`src/rtl/mha_fxp_pkg.sv`:
```
// -----------------------------------------------------------------------------
// mha_fxp_pkg
// Shared fixed-point helpers for the MHA datapath blocks.
//   state_t    : controller states {IDLE, ACC, OUT}
//   sat_t      : saturation decision {SAT_NONE, SAT_HI, SAT_LO}
//   frac_bits  : number of fraction bits for a given element width
//   acc_width  : overflow-free accumulator width for NUM products
//   saturate   : decides whether a sign-extended value lies above/below the
//                signed range of a dw-bit word
// -----------------------------------------------------------------------------
package mha_fxp_pkg;

   typedef enum logic [1:0] {
      IDLE = 2'd0,
      ACC  = 2'd1,
      OUT  = 2'd2
   } state_t;

   typedef enum logic [1:0] {
      SAT_NONE = 2'd0,
      SAT_HI   = 2'd1,
      SAT_LO   = 2'd2
   } sat_t;

   // 1 sign + 2 integer bits; the rest is fraction.
   function automatic int frac_bits(input int dw);
      return (dw == 16) ? 13 : 5;
   endfunction

   // Product width plus enough headroom to add NUM products.
   function automatic int acc_width(input int dw, input int num);
      return 2 * dw + $clog2(num);
   endfunction

   // Returns which rail (if any) x must be clamped to for a dw-bit result.
   // The caller supplies the rail values, so no wide result is returned.
   function automatic sat_t saturate(input logic signed [63:0] x, input int dw);
      logic signed [63:0] v_max;
      logic signed [63:0] v_min;
      v_max = (64'sd1 <<< (dw - 1)) - 64'sd1;
      v_min = -v_max - 64'sd1;
      if (x > v_max)      return SAT_HI;
      else if (x < v_min) return SAT_LO;
      else                return SAT_NONE;
   endfunction

endpackage

```
`src/rtl/pv_mac_lane.sv`:
```
// -----------------------------------------------------------------------------
// pv_mac_lane
// One output element of the P*V product: multiply-accumulate register plus
// the shift / optional round / saturate path that forms the output element.
// Build option: define SOFTMAX_PV_ROUND_EN to round half up before the shift;
// otherwise the shift truncates toward -inf.
// Ports:
//   I_CLK, I_RST_N : clock, synchronous active-low reset
//   I_CLR          : zero the accumulator (start of a new row)
//   I_EN           : accumulate I_P*I_V this cycle
//   I_P, I_V       : signed fixed-point operands
//   O_RES          : combinational saturated result of the current sum
// -----------------------------------------------------------------------------
module pv_mac_lane
   import mha_fxp_pkg::*;
#(
   parameter int D_W = 8,
   parameter int NUM = 16
) (
   input  logic                  I_CLK,
   input  logic                  I_RST_N,
   input  logic                  I_CLR,
   input  logic                  I_EN,
   input  logic signed [D_W-1:0] I_P,
   input  logic signed [D_W-1:0] I_V,
   output logic signed [D_W-1:0] O_RES
);

   localparam int FRAC = frac_bits(D_W);
   localparam int AW   = acc_width(D_W, NUM);
   localparam int PW   = 2 * D_W;
   localparam logic signed [D_W-1:0] SMAX = {1'b0, {(D_W-1){1'b1}}};
   localparam logic signed [D_W-1:0] SMIN = {1'b1, {(D_W-1){1'b0}}};
`ifdef SOFTMAX_PV_ROUND_EN
   localparam logic signed [AW:0] RND = (AW+1)'(1) <<< (FRAC - 1);
`else
   localparam logic signed [AW:0] RND = '0;
`endif

   logic signed [PW-1:0] w_prod;
   logic signed [AW-1:0] r_acc;
   logic signed [AW:0]   w_sum;
   logic signed [AW:0]   w_shift;
   logic signed [63:0]   w_ext;
   sat_t                 w_sat;

   assign w_prod = PW'(I_P) * PW'(I_V);

   always_ff @(posedge I_CLK) begin
      if (!I_RST_N) begin
         r_acc <= '0;
      end else if (I_CLR) begin
         r_acc <= '0;
      end else if (I_EN) begin
         r_acc <= r_acc + AW'(w_prod);
      end
   end

   // One extra bit keeps the rounding add from wrapping at the positive rail.
   assign w_sum   = (AW+1)'(r_acc) + RND;
   assign w_shift = w_sum >>> FRAC;
   assign w_ext   = 64'(w_shift);
   assign w_sat   = saturate(w_ext, D_W);

   always_comb begin
      O_RES = w_shift[D_W-1:0];
      if (w_sat == SAT_HI)      O_RES = SMAX;
      else if (w_sat == SAT_LO) O_RES = SMIN;
   end

endmodule

```
`src/rtl/softmax_pv_accum.sv`:
```
// -----------------------------------------------------------------------------
// softmax_pv_accum
// Latches a softmax probability row P and accumulates O[d] = sum_i P[i]*V[i][d]
// over NUM streamed V rows, then emits one saturated output row.
// Build option: SOFTMAX_PV_ROUND_EN (round half up in each lane).
// Handshake: a V row is transferred on every rising edge where I_V_VLD and
// O_V_RDY are both high; O_V_RDY is high exactly while in ACC and does not
// depend on I_V_VLD. I_V_VLD may drop at any time.
// Ports:
//   I_CLK, I_RST_N : clock, synchronous active-low reset
//   I_START        : operation enable, low aborts
//   I_P_VLD, I_P   : probability row (sampled only in IDLE)
//   I_V_VLD, O_V_RDY, I_V : V row stream
//   O_ROW_IDX      : index of the V row expected next
//   O_VLD, O_DATA  : one-cycle result pulse, result row held until next one
//   O_DBG_STATE    : current controller state
// -----------------------------------------------------------------------------
module softmax_pv_accum
   import mha_fxp_pkg::*;
#(
   parameter int D_W = 8,
   parameter int NUM = 16,
   parameter int DIM = 16
) (
   input  logic                       I_CLK,
   input  logic                       I_RST_N,
   input  logic                       I_START,
   input  logic                       I_P_VLD,
   input  logic signed [D_W-1:0]      I_P [0:NUM-1],
   input  logic                       I_V_VLD,
   output logic                       O_V_RDY,
   output logic [$clog2(NUM)-1:0]     O_ROW_IDX,
   input  logic signed [D_W-1:0]      I_V [0:DIM-1],
   output logic                       O_VLD,
   output logic signed [D_W-1:0]      O_DATA [0:DIM-1],
   output logic [1:0]                 O_DBG_STATE
);

   localparam int RW = $clog2(NUM);
   localparam logic [RW-1:0] LAST = RW'(NUM - 1);

   state_t                r_state;
   logic [RW-1:0]         r_row;
   logic                  r_vld;
   logic signed [D_W-1:0] r_p    [0:NUM-1];
   logic signed [D_W-1:0] r_data [0:DIM-1];
   logic signed [D_W-1:0] w_res  [0:DIM-1];
   logic                  w_hs;
   logic                  w_clr;

   assign O_V_RDY     = (r_state == ACC);
   assign w_hs        = I_V_VLD && O_V_RDY;
   assign w_clr       = (r_state == IDLE) && I_START && I_P_VLD;
   assign O_ROW_IDX   = r_row;
   assign O_VLD       = r_vld;
   assign O_DATA      = r_data;
   assign O_DBG_STATE = r_state;

   for (genvar d = 0; d < DIM; d++) begin : g_lane
      pv_mac_lane #(
         .D_W (D_W),
         .NUM (NUM)
      ) u_lane (
         .I_CLK   (I_CLK),
         .I_RST_N (I_RST_N),
         .I_CLR   (w_clr),
         .I_EN    (w_hs),
         .I_P     (r_p[r_row]),
         .I_V     (I_V[d]),
         .O_RES   (w_res[d])
      );
   end

   always_ff @(posedge I_CLK) begin
      if (!I_RST_N) begin
         r_state <= IDLE;
         r_row   <= '0;
         r_vld   <= 1'b0;
         for (int k = 0; k < NUM; k++) r_p[k] <= '0;
         for (int k = 0; k < DIM; k++) r_data[k] <= '0;
      end else begin
         r_vld <= 1'b0;
         case (r_state)
            IDLE: begin
               if (I_START && I_P_VLD) begin
                  r_p     <= I_P;
                  r_row   <= '0;
                  r_state <= ACC;
               end
            end
            ACC: begin
               if (!I_START) begin
                  // Abort: partial sums are cleared on the next start.
                  r_row   <= '0;
                  r_state <= IDLE;
               end else if (w_hs) begin
                  if (r_row == LAST) begin
                     r_row   <= '0;
                     r_state <= OUT;
                  end else begin
                     r_row <= r_row + RW'(1);
                  end
               end
            end
            OUT: begin
               r_state <= IDLE;
               if (I_START) begin
                  r_data <= w_res;
                  r_vld  <= 1'b1;
               end
            end
            default: r_state <= IDLE;
         endcase
      end
   end

endmodule

```
`config.mk`:
```
export PLATFORM = sky130hd
export DESIGN_NAME = softmax_pv_accum
export DESIGN_NICKNAME = d
export VERILOG_FILES = /design/src/rtl/mha_fxp_pkg.sv /design/src/rtl/pv_mac_lane.sv /design/src/rtl/softmax_pv_accum.sv
export SDC_FILE = /design/constraint.sdc
export NUM_CORES = 2
export LEC_CHECK = 0
export CAP_MARGIN = 25
export CORE_MARGIN = 3
export CORE_UTILIZATION = 23
export CTS_BUF_LIST = sky130_fd_sc_hd__clkbuf_16
export DETAILED_ROUTE_END_ITERATION = 8
export DONT_BUFFER_PORTS = 1
export PLACE_DENSITY = 0.34
export SYNTH_ARGS = -nofsm -noshare
export SYNTH_HDL_FRONTEND = slang
export SYNTH_HIERARCHICAL = 1
export SYNTH_SLANG_ARGS = --single-unit
```
`constraint.sdc`:
```
create_clock -name I_CLK -period 17 [get_ports I_CLK]
set_input_delay 3.4 -clock I_CLK [delete_from_list [all_inputs] [get_ports I_CLK]]
set_output_delay 3.4 -clock I_CLK [all_outputs]
set_load 0.03 [all_outputs]
```
==> run_results.csv <==
group,metric,value,unit
floorplan,row_count,217,
clock_network,root_buffer,"clkbuf_16",
logic_synthesis,synth_flop_cell,"dfxtp_1",
layout,areaGrowthSynthToFinish,10.3,%
clock_network,cts_tree,"yes",
place,port_buffers,0,
logic_synthesis,synth_edf_count,0,
logic_synthesis,ys_seq_elements,583,
logic_synthesis,yosysWarnings,6,
status,outcome,"complete, no violations",
clock_network,insertion_delay,0.86,ns
timing,finalSetupViolCount,0,
logic_synthesis,synth_top_cell_by_area,"fa_1",
clock_network,cts_buffers,96,
logic_synthesis,syn_area,0.0815,mm²
layout,fin_nets,10900,
setup_path,required,17.60,ns
setup_path,worst_setup_path_end_kind,"flip-flop",
timing,tightest_slew,0.992,ns
logic_synthesis,synth_async_sr_flop_share,0,%
pwr,power,7.07,mW
clock_network,cts-resized-gates,0,
grt,grt_util_all_layers,14.3,%
logic_synthesis,synth_top_area_share,34.6,%
place,dpl.hpwl,203000,µm
floorplan,dieArea,0.362,mm²
timing,rsz0062_at_grt,"no",
grt,grt_pass1_wl,401000,µm
timing,finalCritPeriodShare,52.8,%
grt,grt_overflow,0,
clock_network,clock_sink_count,583,
timing,report.final.slew_viol_count,0,
pwr,peakVddDrop,0.0716,mV
pwr,p_int,4.10,mW
clock_network,clkTransAtPathRegs,0.06,ns
logic_synthesis,synth_fp_nets,11000,
pwr,p_sw,2.97,mW
grt,grt_max_degree,295,
floorplan,initial_core_util,23.2,%
floorplan,io_pins,397,
route,vias_per_cell,4.29,
job,drv_cap,0,
route,wl_per_cell,19.1,µm
setup_path,crit_arrival,9.58,ns
layout,layout-drive-gt1-share,5.60,%
timing,max_freq,0.111,GHz
logic_synthesis,avgSynthCellArea,9.51,µm²
timing,post-route-min-period,8.98,ns
pwr,pwr-share-clk,28.4,%
setup_path,crit_fanout,47,
pwr,combPwrFrac,50.9,%
route,firstDrtPassIters,5,
place,place_area,0.0868,mm²
floorplan,core,0.351,mm²
pwr,switching_share,42.0,%
route,wl,253000,µm
setup_path,cp-start-kind,"flip-flop",
route,drc_errors,0,
timing,hold_viol_final,0,
layout,fin_area,0.0899,mm²
route,drt_iter0_drc,1993,
timing,maxSlewHeadroom,33.8,%
place,dp_slack,7.61,ns
route,ant_nets,0,
clock_network,cts_max_level,3,
floorplan,die-width,601,µm
timing,tns,0,ns
floorplan,die_h,601,µm
layout,final_common_cell,"inv_1",
pwr,seq_power_share,20.8,%
route,vias,56900,
clock_network,clockBufferDepth,4,
layout,utilization,25.6,%
min_path,hold_class,"flip-flop to flip-flop",
pwr,powerDensity,78.7,mW/mm²
logic_synthesis,ys_seq_area_share,14.3,%
clock_network,ctsHoldBuffers,0,
logic_synthesis,synthTopCellsByArea,"fa_1, dfxtp_1, ha_1, inv_1, nand2_1",
place,gp_congestion,0.796,
grt,antenna_found_initial,11,
logic_synthesis,ys_types,89,
pwr,power.leakage,41.9,nW
clock_network,post-cts-setup-buffers,0,
logic_synthesis,syn_inst,8570,
timing,setup_ws,8.02,ns
timing,skew,0.123,ns
layout,final_cell_mix,"inv_1, fa_1, nand2_1",
setup_path,crit_type,"flip-flop to flip-flop",
grt,grt_pass1_vias,63800,
[flip-flops by register name (all words and copies together), names as in the netlist]
register and count:
O_DATA 128, g_lane.u_lane/r_acc 320, r_p 128, O_VLD 1, O_DBG_STATE 2, O_ROW_IDX 4
[power groups by stage]
| stage | combinational (mW) | clock (mW) | sequential (mW) |
|---|---|---|---|
| 2_1_floorplan | 2.79 | 0 | 1.47 |
| 3_3_place_gp | 3.68 | 0 | 1.50 |
| 3_5_place_dp | 3.65 | 0 | 1.50 |
| 4_1_cts | 3.69 | 2.12 | 1.47 |
| 5_1_grt | 4.19 | 2.17 | 1.48 |
| 6_report | 3.60 | 2.00 | 1.47 |
[metrics by stage]
stage	hold slack, ns	cells
4_1_cts	0.456	13300
3_3_place_gp	0.439	13100
6_report	0.454	13300
2_1_floorplan	0.432	8570
5_1_grt	0.476	13300
3_5_place_dp	0.447	13100
[worst max-delay path: stages (launching register included)]
cell and delay [ns]:
dfxtp_4 0.54, buf_4 0.55, mux4_2 0.61, a22oi_1 0.76, nand2_4 0.73, buf_4 0.58, buf_4 0.46, and2_1 0.30
fa_1 0.39, fa_1 0.56, fa_1 0.45, fa_1 0.60, fa_1 0.43, ha_1 0.36, o21ai_0 0.23, o21ai_0 0.20
a2111oi_0 0.44, o21bai_1 0.13, xnor2_1 0.17, a21oi_1 0.08
[path summary, 6_finish.rpt]
check	slack [ns]	depth (start not counted)	startpoint	end
setup reg to reg	8.02	19	O_ROW_IDX[1]	g_lane[14].u_lane/r_acc[16]
hold / removal	0.45	2	r_p[8]	r_p[8]
hold reg to reg	0.45	2	r_p[8]	r_p[8]
setup / recovery	8.02	19	O_ROW_IDX[1]	g_lane[14].u_lane/r_acc[16]
[routing by layer]
layer | up-vias | share of wire, % | track usage (%)
met2 | 545 | 51 | 26.0
met4 | 2 | 1.8 | 2.83
li1 | 27200 | - | -
met1 | 29000 | 44 | 18.0
met5 | - | 0.0051 | 0
met3 | 195 | 2.9 | 1.80
[cell families (layout without fill, tap and decap cells)]
group	after synthesis	after routing	synth area share (%)
XOR/XNOR	246	246	2.80
other	0	8	0
buffers and inverters	1735	1730	8.31
flip-flops	583	583	14.3
adder cells (fa/ha/maj)	2145	2145	45.9
AND/OR/NAND/NOR	2391	2391	14.2
AO/OA/AOI/OAI	1263	1263	11.5
multiplexers	207	207	3.04
[Yosys cell counts (86+ instances only)]
library cell,number
nor2_1,344
nand2b_1,86
a21boi_0,163
nand2_1,1002
dfxtp_1,583
a21oi_1,223
ha_1,737
and2_1,543
inv_1,1499
fa_1,1408
clkbuf_1,135
mux2i_1,173
o21ai_0,120
o21a_1,135
a21o_1,90
xnor2_1,176
[area by class of cell]
class	instances	area [µm²]
tap	4708	5890
antenna	8	20.0
clock inverter	75	669
inverter	1516	5700
fill	37800	261000
sequential	583	11700
clock buffer	97	2430
timing repair buffer	42	353
multi-input combinational	6252	63100
Note: power is estimated with default switching activity, not from simulation.
